`config.mk`:
```
export PLATFORM = sky130hd
export DESIGN_NAME = rf_wb_arbiter
export DESIGN_NICKNAME = d
export VERILOG_FILES = /design/src/rtl/rf_wb_arbiter.sv
export SDC_FILE = /design/constraint.sdc
export NUM_CORES = 1
export LEC_CHECK = 0
export CORE_MARGIN = 2
export CORE_UTILIZATION = 65
export CTS_CLUSTER_SIZE = 25
export DETAILED_ROUTE_END_ITERATION = 8
export DONT_BUFFER_PORTS = 1
export GPL_TIMING_DRIVEN = 1
export PLACE_DENSITY_LB_ADDON = 0.1
export SLEW_MARGIN = 5
export SYNTH_ARGS = -nofsm -noshare
export SYNTH_HDL_FRONTEND = slang
export SYNTH_SLANG_ARGS = --single-unit
```
`constraint.sdc`:
```
create_clock -name clk -period 6.1 [get_ports clk]
set_clock_uncertainty 0.05 [all_clocks]
set_input_delay 1.22 -clock clk [delete_from_list [all_inputs] [get_ports clk]]
set_output_delay 1.22 -clock clk [all_outputs]
set_load 0.01 [all_outputs]
```
`src/rtl/rf_wb_arbiter.sv`:
```
// Writeback arbiter for the single regfile write port: ALU-priority grant with an LSU
// starvation guard, one registered output stage and a pending-write scoreboard.
module rf_wb_arbiter #(
    parameter int unsigned STARVE_LIMIT = 3,
    parameter int unsigned XLEN         = 32
) (
    input  logic            clk,
    input  logic            rst_n,
    input  logic            flush,
    input  logic            alloc_valid,
    input  logic [4:0]      alloc_addr,
    input  logic            alu_valid,
    output logic            alu_ready,
    input  logic [4:0]      alu_addr,
    input  logic [XLEN-1:0] alu_data,
    input  logic            lsu_valid,
    output logic            lsu_ready,
    input  logic [4:0]      lsu_addr,
    input  logic [XLEN-1:0] lsu_data,
    output logic            rf_we,
    output logic [4:0]      rf_rd_addr,
    output logic [XLEN-1:0] rf_rd_data,
    input  logic [4:0]      chk_rs1_addr,
    input  logic [4:0]      chk_rs2_addr,
    output logic            rs1_busy,
    output logic            rs2_busy
);

    localparam logic [3:0] LIMIT_C = 4'(STARVE_LIMIT);

    logic [3:0]      starve_cnt_r;
    logic [31:0]     busy_r;
    logic [31:0]     busy_nxt_s;
    logic            lsu_force_s;
    logic            alu_grant_s;
    logic            lsu_grant_s;
    logic            accept_s;
    logic [4:0]      win_addr_s;
    logic [XLEN-1:0] win_data_s;

    // A source is busy if a write is pending or sits in the output stage this cycle.
    function automatic logic src_busy(
        input logic [31:0] busy,
        input logic [4:0]  src,
        input logic        we,
        input logic [4:0]  wr_addr
    );
        if (src == 5'd0) begin
            return 1'b0;
        end else begin
            return busy[src] | (we & (wr_addr == src));
        end
    endfunction

    // Grant selection: forced LSU, then ALU, then LSU; nothing is granted while in reset.
    always_comb begin
        alu_grant_s = 1'b0;
        lsu_grant_s = 1'b0;
        lsu_force_s = lsu_valid && (starve_cnt_r == LIMIT_C);
        if (!rst_n) begin
            alu_grant_s = 1'b0;
        end else if (lsu_force_s) begin
            lsu_grant_s = 1'b1;
        end else if (alu_valid) begin
            alu_grant_s = 1'b1;
        end else if (lsu_valid) begin
            lsu_grant_s = 1'b1;
        end else begin
            lsu_grant_s = 1'b0;
        end
        accept_s   = alu_grant_s | lsu_grant_s;
        win_addr_s = lsu_grant_s ? lsu_addr : alu_addr;
        win_data_s = lsu_grant_s ? lsu_data : alu_data;
    end

    assign alu_ready = alu_grant_s;
    assign lsu_ready = lsu_grant_s;

    // Scoreboard next state: flush wipes everything, otherwise an allocation beats a retire.
    always_comb begin
        busy_nxt_s = busy_r;
        if (flush) begin
            busy_nxt_s = 32'h0;
        end else begin
            if (accept_s) begin
                busy_nxt_s[win_addr_s] = 1'b0;
            end else begin
                busy_nxt_s[0] = 1'b0;
            end
            if (alloc_valid && (alloc_addr != 5'd0)) begin
                busy_nxt_s[alloc_addr] = 1'b1;
            end else begin
                busy_nxt_s[0] = 1'b0;
            end
        end
        busy_nxt_s[0] = 1'b0;
    end

    // Scoreboard register.
    always_ff @(posedge clk or negedge rst_n) begin
        if (!rst_n) begin
            busy_r <= 32'h0;
        end else begin
            busy_r <= busy_nxt_s;
        end
    end

    // Consecutive-loss counter, saturating at the limit.
    always_ff @(posedge clk or negedge rst_n) begin
        if (!rst_n) begin
            starve_cnt_r <= 4'd0;
        end else if (flush || !lsu_valid || lsu_grant_s) begin
            starve_cnt_r <= 4'd0;
        end else if (starve_cnt_r != LIMIT_C) begin
            starve_cnt_r <= starve_cnt_r + 4'd1;
        end else begin
            starve_cnt_r <= starve_cnt_r;
        end
    end

    // Output stage: x0 writes are accepted but never reach the regfile enable.
    always_ff @(posedge clk or negedge rst_n) begin
        if (!rst_n) begin
            rf_we      <= 1'b0;
            rf_rd_addr <= 5'd0;
            rf_rd_data <= '0;
        end else if (accept_s) begin
            rf_we      <= (win_addr_s != 5'd0);
            rf_rd_addr <= win_addr_s;
            rf_rd_data <= win_data_s;
        end else begin
            rf_we      <= 1'b0;
        end
    end

    assign rs1_busy = rst_n & src_busy(busy_r, chk_rs1_addr, rf_we, rf_rd_addr);
    assign rs2_busy = rst_n & src_busy(busy_r, chk_rs2_addr, rf_we, rf_rd_addr);

endmodule

```
==> flow_summary.toml, run 1 <==
[run_status]
outcome = "finished, final reports clean"

[clock_network]
cts_max_path_buffers = 2
cts_hold_buf = 0
cts_tree = "done"
cts_sinks = 73
cts_buffers = 9
cts_root_buffer = "clkbuf_8"
htree_levels = 3
clock_latency_ns = 0.34
cts_resized = 0
clk_pin_slew_worst_paths_ns = 0.08
postCtsSetupBuffers = 0

[floorplanning]
initial_utilization_pct = 66.8
die_w_um = 84.3
rows = 29
design.die.area_um2 = 7100
die_y_um = 84.3
coreArea_um2 = 6280
io_pins = 137

[final_layout]
final_common_cell = "nor2_1"
n_antenna_cell = 0
syn_to_final_growth_pct = 5.08
nFillCells = 489
final_nets = 523
layout-drive-gt1-share_pct = 10.2
fin_cells = 509
final_area_um2 = 4400
final_cell_mix = "83 x nor2_1, 73 x dfrtp_1, 32 x o22ai_1"

[global_routing]
antenna_found_initial = 0
grt_pass1_vias = 3520
grt_max_degree = 82
grt_pass1_wl_um = 17700
overflow = 0
grt.total_usage_pct = 31.9

[detailed_routing]
drc = 0
ant_nets = 0
drt_pass1_iterations = 5
wl_um = 10800
vias = 3458
via_per_inst = 6.79
dr.first_iter.drc_count = 402
wl_per_cell_um = 21.2

[timing]
grt_setup_unrepaired = "no"
period_share_pct = 63.1
maxSlewViolCount = 0
worst_pin_slew_ns = 1.03
relSlewSlack_pct = 29.7
hold_viol_final = 0
max_freq_mhz = 260
hold_slack_ns = 0.511
period_minus_slack_ns = 3.85
fin_tns_setup_ns = 0
setup_viol = 0

[power_and_ir_drop]
peakVddDrop_v = 0.000187
p_per_area_nw_per_um2 = 242
p_leak_nw = 1.75

[min_path]
hp-class = "in2async"

[setup_path]
critical_path.max_stage_delay_ns = 0.47
crit_arrival_ns = 2.58
crit_slowest_cell = "mux4_2"
crit_type = "in2out"
r2r_setup_slack_ns = 3.17
path_cells = "mux4_2, mux2_2, a2111oi_0, nor3_1"
path_max_fanout = 10
crit_path_end_kind = "output port"
cp-start-kind = "input pin"
cp.required_ns = 4.83

[logic_synthesis]
synth-edff-count = 0
syn-num-nets = 534
syn_area_um2 = 4190
synthArstFlopShare_pct = 100
syn_avg_cell_area_um2 = 9.57
netlist_instances = 438
synth_flop_cell = "dfrtp_1"
yosysWarnings = 0
synth-seq-cells = 73
synth_cell_type_count = 42
seq_area_frac_synth_pct = 43.6

[placed_design]
placed_cell_area_um2 = 4210
dp.cells = 493
dp_hpwl_um = 8000
place.gp.congestion = 0.922
numPortBuffers = 0

[job]
cap_violations = 0
-- critical path: cells and delay by family --
kind | cells | cell delay [ns]
AO/OA/AOI/OAI | 1 | 0.45
multiplexers | 2 | 0.74
AND/OR/NAND/NOR | 1 | 0.17
-- cells by family after synthesis --
kind of cell,share of synthesized area (%)
and+or+nand+nor,19.1
AOI/OAI and AO/OA,15.6
DFF,43.6
buffers and inverters,5.34
muxes,13.6
xor gates and xnor gates,2.51
adders and majority gates,0.299
-- cell type report --
type	count	area, µm²	area share [%]
clock inverter	2	37.5	0.853
tap	77	96.3	2.19
sequential	73	1830	41.5
timing repair buffer	4	30.0	0.682
clock buffer	14	153	3.47
multi-input combinational	308	2140	48.7
inverter	31	116	2.64
-- Yosys cell counts, drive strengths merged, types with 10 or more instances --
cell / instances / area share (%)
nor2: 83 / 7.4
dfrtp: 73 / 44
o22ai: 32 / 4.8
inv: 31 / 2.8
nor4: 25 / 3.7
o32ai: 24 / 5.0
nand2: 22 / 2.0
clkbuf: 18 / 1.6
mux2i: 17 / 4.1
nor2b: 14 / 2.1
mux4: 13 / 7.0
o21ai: 11 / 1.3
xor2: 10 / 2.1
-- path summary, 6_finish.rpt --
check / start / end / depth (start not counted)
setup reg to reg: starve_cnt_r[0] / busy_r[20] / 6
min in group clk: busy_r[22] / busy_r[22] / 2
hold / removal: rst_n / rf_rd_data[25] / 0
max in group asynchronous: rst_n / busy_r[22] / 0
setup / recovery: chk_rs1_addr[0] / rs1_busy / 4
hold reg to reg: busy_r[22] / busy_r[22] / 2
-- per-stage QoR --
stage	setup slack, ns	total power [mW]	util (%)
4_1_cts	2.27	1.06	70.1
6_report	2.25	1.06	70.1
3_3_place_gp	2.31	0.695	67.1
5_1_grt	2.13	1.11	70.1
2_1_floorplan	1.95	0.675	-
3_5_place_dp	2.29	0.701	67.1
-- layer usage --
layer  track usage (%)  routed length, µm  up-vias
met4              15.4                306        0
met3              5.51                721       28
met5                 0                  0        -
met1              39.3               4120     1666
met2              54.8               5650      162
li1                  -                  -     1602
-- state kept, by name, summed over array words and instances, names as in the netlist --
name,flops
rf_we,1
rf_rd_data,32
busy_r,31
starve_cnt_r,4
rf_rd_addr,5
-- power by group --
part	leakage, nW	switching (mW)	internal [mW]	total, mW
clock	0.0909	0.172	0.201	0.373
sequential	0.912	0.0493	0.520	0.569
combinational	0.743	0.0699	0.0519	0.122
total	1.75	0.291	0.773	1.06
(Power assumes the default switching activity.)
==> run 2: changes to the inputs <==
Settings changed: ABC_AREA set to 1, CORE_UTILIZATION 65 to 64.
Clock period 6.1 ns to 3.9 ns, I/O delays scaled along.
==> run 2 against run 1 <==
Area after synthesis up 5.6%. The flow now finishes with violations (DRC). Largest power group unchanged. Global-route usage rose by 1.0 points. Clock power increased by 83%. Die area grew 6.9%. Sequential cell count unchanged. Routed wire length increased by 12%. Worst hold slack worse by 0.45 ns. Non-clock buffer count shrank 3. Sequential share of layout area shrank 2.4 points. Register-to-register slack got worse by 1.7 ns. Critical path depth rose by 1. Cell count increased by 28%.
==> flow_summary.toml, run 2 <==
[power_and_ir_drop]
p_leak_nw = 2.06
power.switching_mw = 0.504
power_frac_clock_pct = 37.6
comb_power_share_pct = 13.7
internal_power_mw = 1.31
peakVddDrop_v = 0.000366
switching_share_pct = 27.8
p_per_area_nw_per_um2 = 389
power.share.sequential_pct = 48.7

[final_layout]
fin_cells = 652
largest_reg_flops = 32
final_cell_mix = "163 x nand2_1, 73 x dfrtp_1, 63 x inv_1"
n_antenna_cell = 0
layout-drive-gt1-share_pct = 15.7
utilization_pct = 69.1
final_nets = 663
final_common_cell = "nand2_1"
reg_top3 = "rf_rd_data x32, busy_r x31, rf_rd_addr x5"
nFillCells = 575
final_area_um2 = 4670
regMostFlops = "rf_rd_data"
syn_to_final_growth_pct = 5.46

[logic_synthesis]
synth.most_common_cell = "nand2_1"
synth_top_cell_area_share_pct = 41.3
seq_area_frac_synth_pct = 41.3
synth-edff-count = 0
synth-seq-cells = 73
synthArstFlopShare_pct = 100
yosys-top-cells-count = "163 x nand2_1, 73 x dfrtp_1, 63 x inv_1"
synth_flop_cell = "dfrtp_1"
netlist_top_cells_area = "dfrtp_1 41%, nand2_1 14%, nand3_1 5.4%"
syn_avg_cell_area_um2 = 7.67
syn-num-nets = 673
yosysWarnings = 0
synth_cell_type_count = 34
yosysTopAreaCell = "dfrtp_1"
netlist_instances = 577
syn_area_um2 = 4430

[timing]
max_freq_mhz = 387
relSlewSlack_pct = 32.6
period_minus_slack_ns = 2.58
grt_setup_unrepaired = "no"
setup_viol = 0
hold_slack_ns = 0.0646
fin_tns_setup_ns = 0
maxSlewViolCount = 0
worst_pin_slew_ns = 1.00
period_share_pct = 66.2
hold_viol_final = 0

[floorplanning]
die_w_um = 87.2
io_pins = 137
coreArea_um2 = 6760
design.die.area_um2 = 7600
rows = 30
die_y_um = 87.2
initial_utilization_pct = 65.5

[detailed_routing]
vias = 4078
wl_per_cell_um = 18.6
ant_nets = 0
dr.first_iter.drc_count = 301
via_per_inst = 6.25
wl_um = 12100
drt_pass1_iterations = 7
drc = 1

[clock_network]
cts_root_buffer = "clkbuf_8"
cts_resized = 0
clock_latency_ns = 0.35
cts_hold_buf = 0
clk_pin_slew_worst_paths_ns = 0.08
cts_max_path_buffers = 2
cts_sinks = 73
cts_buffers = 9
cts_tree = "done"
postCtsSetupBuffers = 0
htree_levels = 3

[placed_design]
numPortBuffers = 0
place.gp.congestion = 0.988
placed_cell_area_um2 = 4430
dp.cells = 636
dp_hpwl_um = 8950

[run_status]
outcome = "finished with violations"
violations = "DRC"

[global_routing]
grt_max_degree = 79
grt.total_usage_pct = 32.9
antenna_found_initial = 0
grt_pass1_vias = 3931
grt_pass1_wl_um = 19300
overflow = 0

[setup_path]
path_max_fanout = 42
path_cells = "ha_1, nand2_4, nand2_4, nand2_4, inv_1"
critical_path.max_stage_delay_ns = 0.41
crit_family = "simple AND/OR/NAND/NOR gates"
ff2ff_path_depth = 11
r2r_end = "busy_r[22]"
timing.rr.start = "starve_cnt_r[0]"
cp.required_ns = 3.07
crit_slowest_cell = "dfrtp_1"
crit_path_end_kind = "output port"
crit_arrival_ns = 1.75
cp-start-kind = "flip-flop"
worstPathBufferInverterCount = 1
crit_top_cell = "nand2_4"
crit_type = "reg2out"
r2r_setup_slack_ns = 1.46

[min_path]
hp-class = "in2async"

[job]
cap_violations = 0
-- run 2: cell count changes after synthesis, moves of 21 or more --
cell | before | now
o22ai_1 | 32 | 7
o32ai_1 | 24 | 0
inv_1 | 31 | 63
nand2_1 | 22 | 163
or2_2 | 0 | 21
nand3_1 | 5 | 48
a21oi_1 | 2 | 38
nor2_1 | 83 | 20
nor4_1 | 25 | 0
-- run 2: power by group through the flow --
stage               clock network (mW)  logic, mW  registers, mW
floorplan                            0      0.219          0.882
global placement                     0      0.239          0.897
detailed placement                   0      0.248          0.896
CTS                              0.689      0.247          0.884
global route                     0.717      0.279          0.891
finish                           0.682      0.249          0.884
-- run 2: final cells by class --
type                            instances  area (µm²)  share of cell area (%)
Clock buffer                           10         138                    2.95
Inverter                               65         245                    5.25
Timing Repair Buffer                    1        7.51                   0.161
Clock inverter                          6        97.6                    2.09
Sequential cell                        73        1830                    39.1
Multi-Input combinational cell        417        2250                    48.3
Tap cell                               80         100                    2.14
-- run 2: per-stage QoR --
step	power [mW]	setup WS, ns
floorplan	1.10	1.41
global placement	1.14	1.40
detailed placement	1.14	1.42
CTS	1.82	1.31
global route	1.89	1.17
finish	1.81	1.32
-- run 2: worst max-delay path by stage --
stage | from | to | depth (start not counted)
after global routing | starve_cnt_r[0] | lsu_ready | 5
after floorplan | chk_rs1_addr[1] | rs1_busy | 11
after detailed placement | chk_rs1_addr[1] | rs1_busy | 7
after CTS | starve_cnt_r[0] | lsu_ready | 5
after global placement | chk_rs1_addr[1] | rs1_busy | 7
final | starve_cnt_r[0] | lsu_ready | 5
-- run 2: kinds of logic after synthesis --
family	synth area share (%)
flip-flops	41.3
XOR/XNOR	0.396
AND/OR/NAND/NOR	31.6
buffers and inverters	7.83
adder cells (fa/ha/maj)	0.283
AO/OA/AOI/OAI	18.6
-- run 2: layer usage --
layer  vias up  wire (µm)  global-route usage, %
met1      1917       5150                   43.5
met4         0        393                   14.3
met3        37        901                   6.82
met5         -          0                      0
li1       1906          -                      -
met2       218       5660                   52.7
-- run 2: worst register-to-register path, stage by stage, from the launching register on --
cell and delay [ns]:
dfrtp_1 0.41, ha_1 0.26, nand2_4 0.12, nand2_4 0.09, nand2_4 0.34, nand2_1 0.14, nand2_1 0.18, inv_1 0.08
nor2_2 0.33, nand2_1 0.15, nand2_1 0.11, a21oi_1 0.06
==> run 3: changes to the inputs <==
Clock period 3.9 ns to 2.4 ns, I/O delays scaled along.
==> run 3 against run 2 <==
The run now ends clean. Combinational power rose by 77%. First-iteration DRC count fell by 10%. Routed wire length rose by 1.9%. Cell count rose by 0.77%. Utilization rose by 0.89 points. Clock power rose by 61%. Critical path depth fell by 1. Non-clock buffer count rose by 6. Total power rose by 64%. Largest power group unchanged.
==> flow_summary.toml, run 3 (same netlist as run 2, synthesis figures left out) <==
[timing]
hold_slack_ns = 0.154
max_freq_mhz = 471
period_minus_slack_ns = 2.12
fin_tns_setup_ns = 0
period_share_pct = 88.5
hold_viol_final = 0
worst_pin_slew_ns = 0.506
grt_setup_unrepaired = "no"
maxSlewViolCount = 0
setup_viol = 0
relSlewSlack_pct = 66.0

[setup_path]
ff2ff_path_depth = 11
r2r_setup_slack_ns = 0.35
path_cells = "ha_1, nand2_4, o211ai_2, inv_1"
r2r_end = "busy_r[17]"
worstPathBufferInverterCount = 1
timing.rr.start = "starve_cnt_r[0]"
path_max_fanout = 7
cp.required_ns = 1.87
crit_path_end_kind = "output port"
crit_slowest_cell = "dfrtp_1"
crit_family = "flip-flops"
crit_arrival_ns = 1.59
cp-start-kind = "flip-flop"
critical_path.max_stage_delay_ns = 0.38
crit_type = "reg2out"

[final_layout]
nFillCells = 577
n_antenna_cell = 0
final_nets = 669
final_cell_mix = "163 x nand2_1, 73 x dfrtp_1, 63 x inv_1"
layout-drive-gt1-share_pct = 16.3
regMostFlops = "rf_rd_data"
reg_top3 = "rf_rd_data x32, busy_r x31, rf_rd_addr x5"
final_area_um2 = 4730
utilization_pct = 70.0
final_common_cell = "nand2_1"
fin_cells = 657
largest_reg_flops = 32
syn_to_final_growth_pct = 6.81

[floorplanning]
design.die.area_um2 = 7600
die_y_um = 87.2
io_pins = 137
coreArea_um2 = 6760
die_w_um = 87.2
initial_utilization_pct = 65.5
rows = 30

[detailed_routing]
ant_nets = 0
vias = 4118
dr.first_iter.drc_count = 270
wl_per_cell_um = 18.8
via_per_inst = 6.27
drc = 0
wl_um = 12300
drt_pass1_iterations = 6

[global_routing]
grt_pass1_wl_um = 19900
grt_max_degree = 74
top_usage_layer = "met2"
grt_use_met2_pct = 53.6
grtUsageMet1_pct = 45.4
grt_pass1_vias = 4036
overflow = 0
grt.total_usage_pct = 34.1
antenna_found_initial = 0
use_met3_pct = 9.95

[clock_network]
cts_root_buffer = "clkbuf_8"
cts_max_path_buffers = 2
cts_tree = "done"
htree_levels = 3
cts_sinks = 73
clk_pin_slew_worst_paths_ns = 0.07
cts_buffers = 9
clock_latency_ns = 0.34
postCtsSetupBuffers = 0

[run_status]
outcome = "finished, final reports clean"

[placed_design]
numPortBuffers = 0
dp_hpwl_um = 9000
placed_cell_area_um2 = 4460
dp.cells = 640
place.gp.congestion = 0.958

[power_and_ir_drop]
internal_power_mw = 2.15
peakVddDrop_v = 0.000460
p_leak_nw = 2.09
power.switching_mw = 0.823
switching_share_pct = 27.7
power_frac_clock_pct = 36.9
power.share.sequential_pct = 48.3
comb_power_share_pct = 14.8
p_per_area_nw_per_um2 = 629

[min_path]
hp-class = "in2reg"
hold_end = "busy_r[12]"
hold_depth = 1
worstHoldStart = "flush"

[job]
cap_violations = 0
==> run 3: changes by cell type in the layout (fill, tap and decap cells not counted) <==
cell,delta
buf_16,+1
clkbuf_8,+1
inv_8,-1
clkinv_4,-1
dlygate4sd3_1,+1
inv_6,-1
buf_4,+4
clkinvlp_4,+1
==> run 3: layout make-up <==
cell class	instances	area (µm²)	share of cell area (%)
Clock buffer	11	151	3.20
Timing Repair Buffer	7	75.1	1.59
Inverter	65	245	5.19
Sequential cell	73	1830	38.6
Tap cell	80	100	2.12
Clock inverter	4	76.3	1.61
Multi-Input combinational cell	417	2250	47.7
==> run 3: stage by stage <==
step                      worst slack [ns]  power [mW]
after detailed placement             0.406        1.86
final                                0.275        2.97
after floorplan                      0.506        1.79
after CTS                            0.278        2.96
after global routing                 0.174        3.09
after global placement               0.407        1.85
==> run 3: power groups by stage <==
stage / Clock (mW) / Sequential (mW) / Combinational [mW]
floorplan: 0 / 1.43 / 0.356
global placement: 0 / 1.46 / 0.393
detailed placement: 0 / 1.46 / 0.406
CTS: 1.09 / 1.43 / 0.438
global route: 1.15 / 1.45 / 0.493
finish: 1.10 / 1.44 / 0.441
==> run 3: routing by layer <==
layer	vias to the layer above	part of all wire, %
met4	0	2.4
met2	226	48
li1	1914	-
met1	1951	41
met3	27	9.0
met5	-	0
==> run 3: what timing repair did <==
item	4_1_cts	5_1_grt
hold buffers	2	0
endpoints found under the hold margin	73	0
gates resized for setup	0	0
==> run 3: how the worst max path moves through the flow <==
stage | from | to | depth (start not counted)
2_1_floorplan | chk_rs1_addr[1] | rs1_busy | 11
3_5_place_dp | starve_cnt_r[0] | busy_r[28] | 11
5_1_grt | busy_r[27] | rs1_busy | 10
4_1_cts | starve_cnt_r[0] | alu_ready | 4
6_report | starve_cnt_r[0] | alu_ready | 4
3_3_place_gp | chk_rs1_addr[1] | rs1_busy | 10
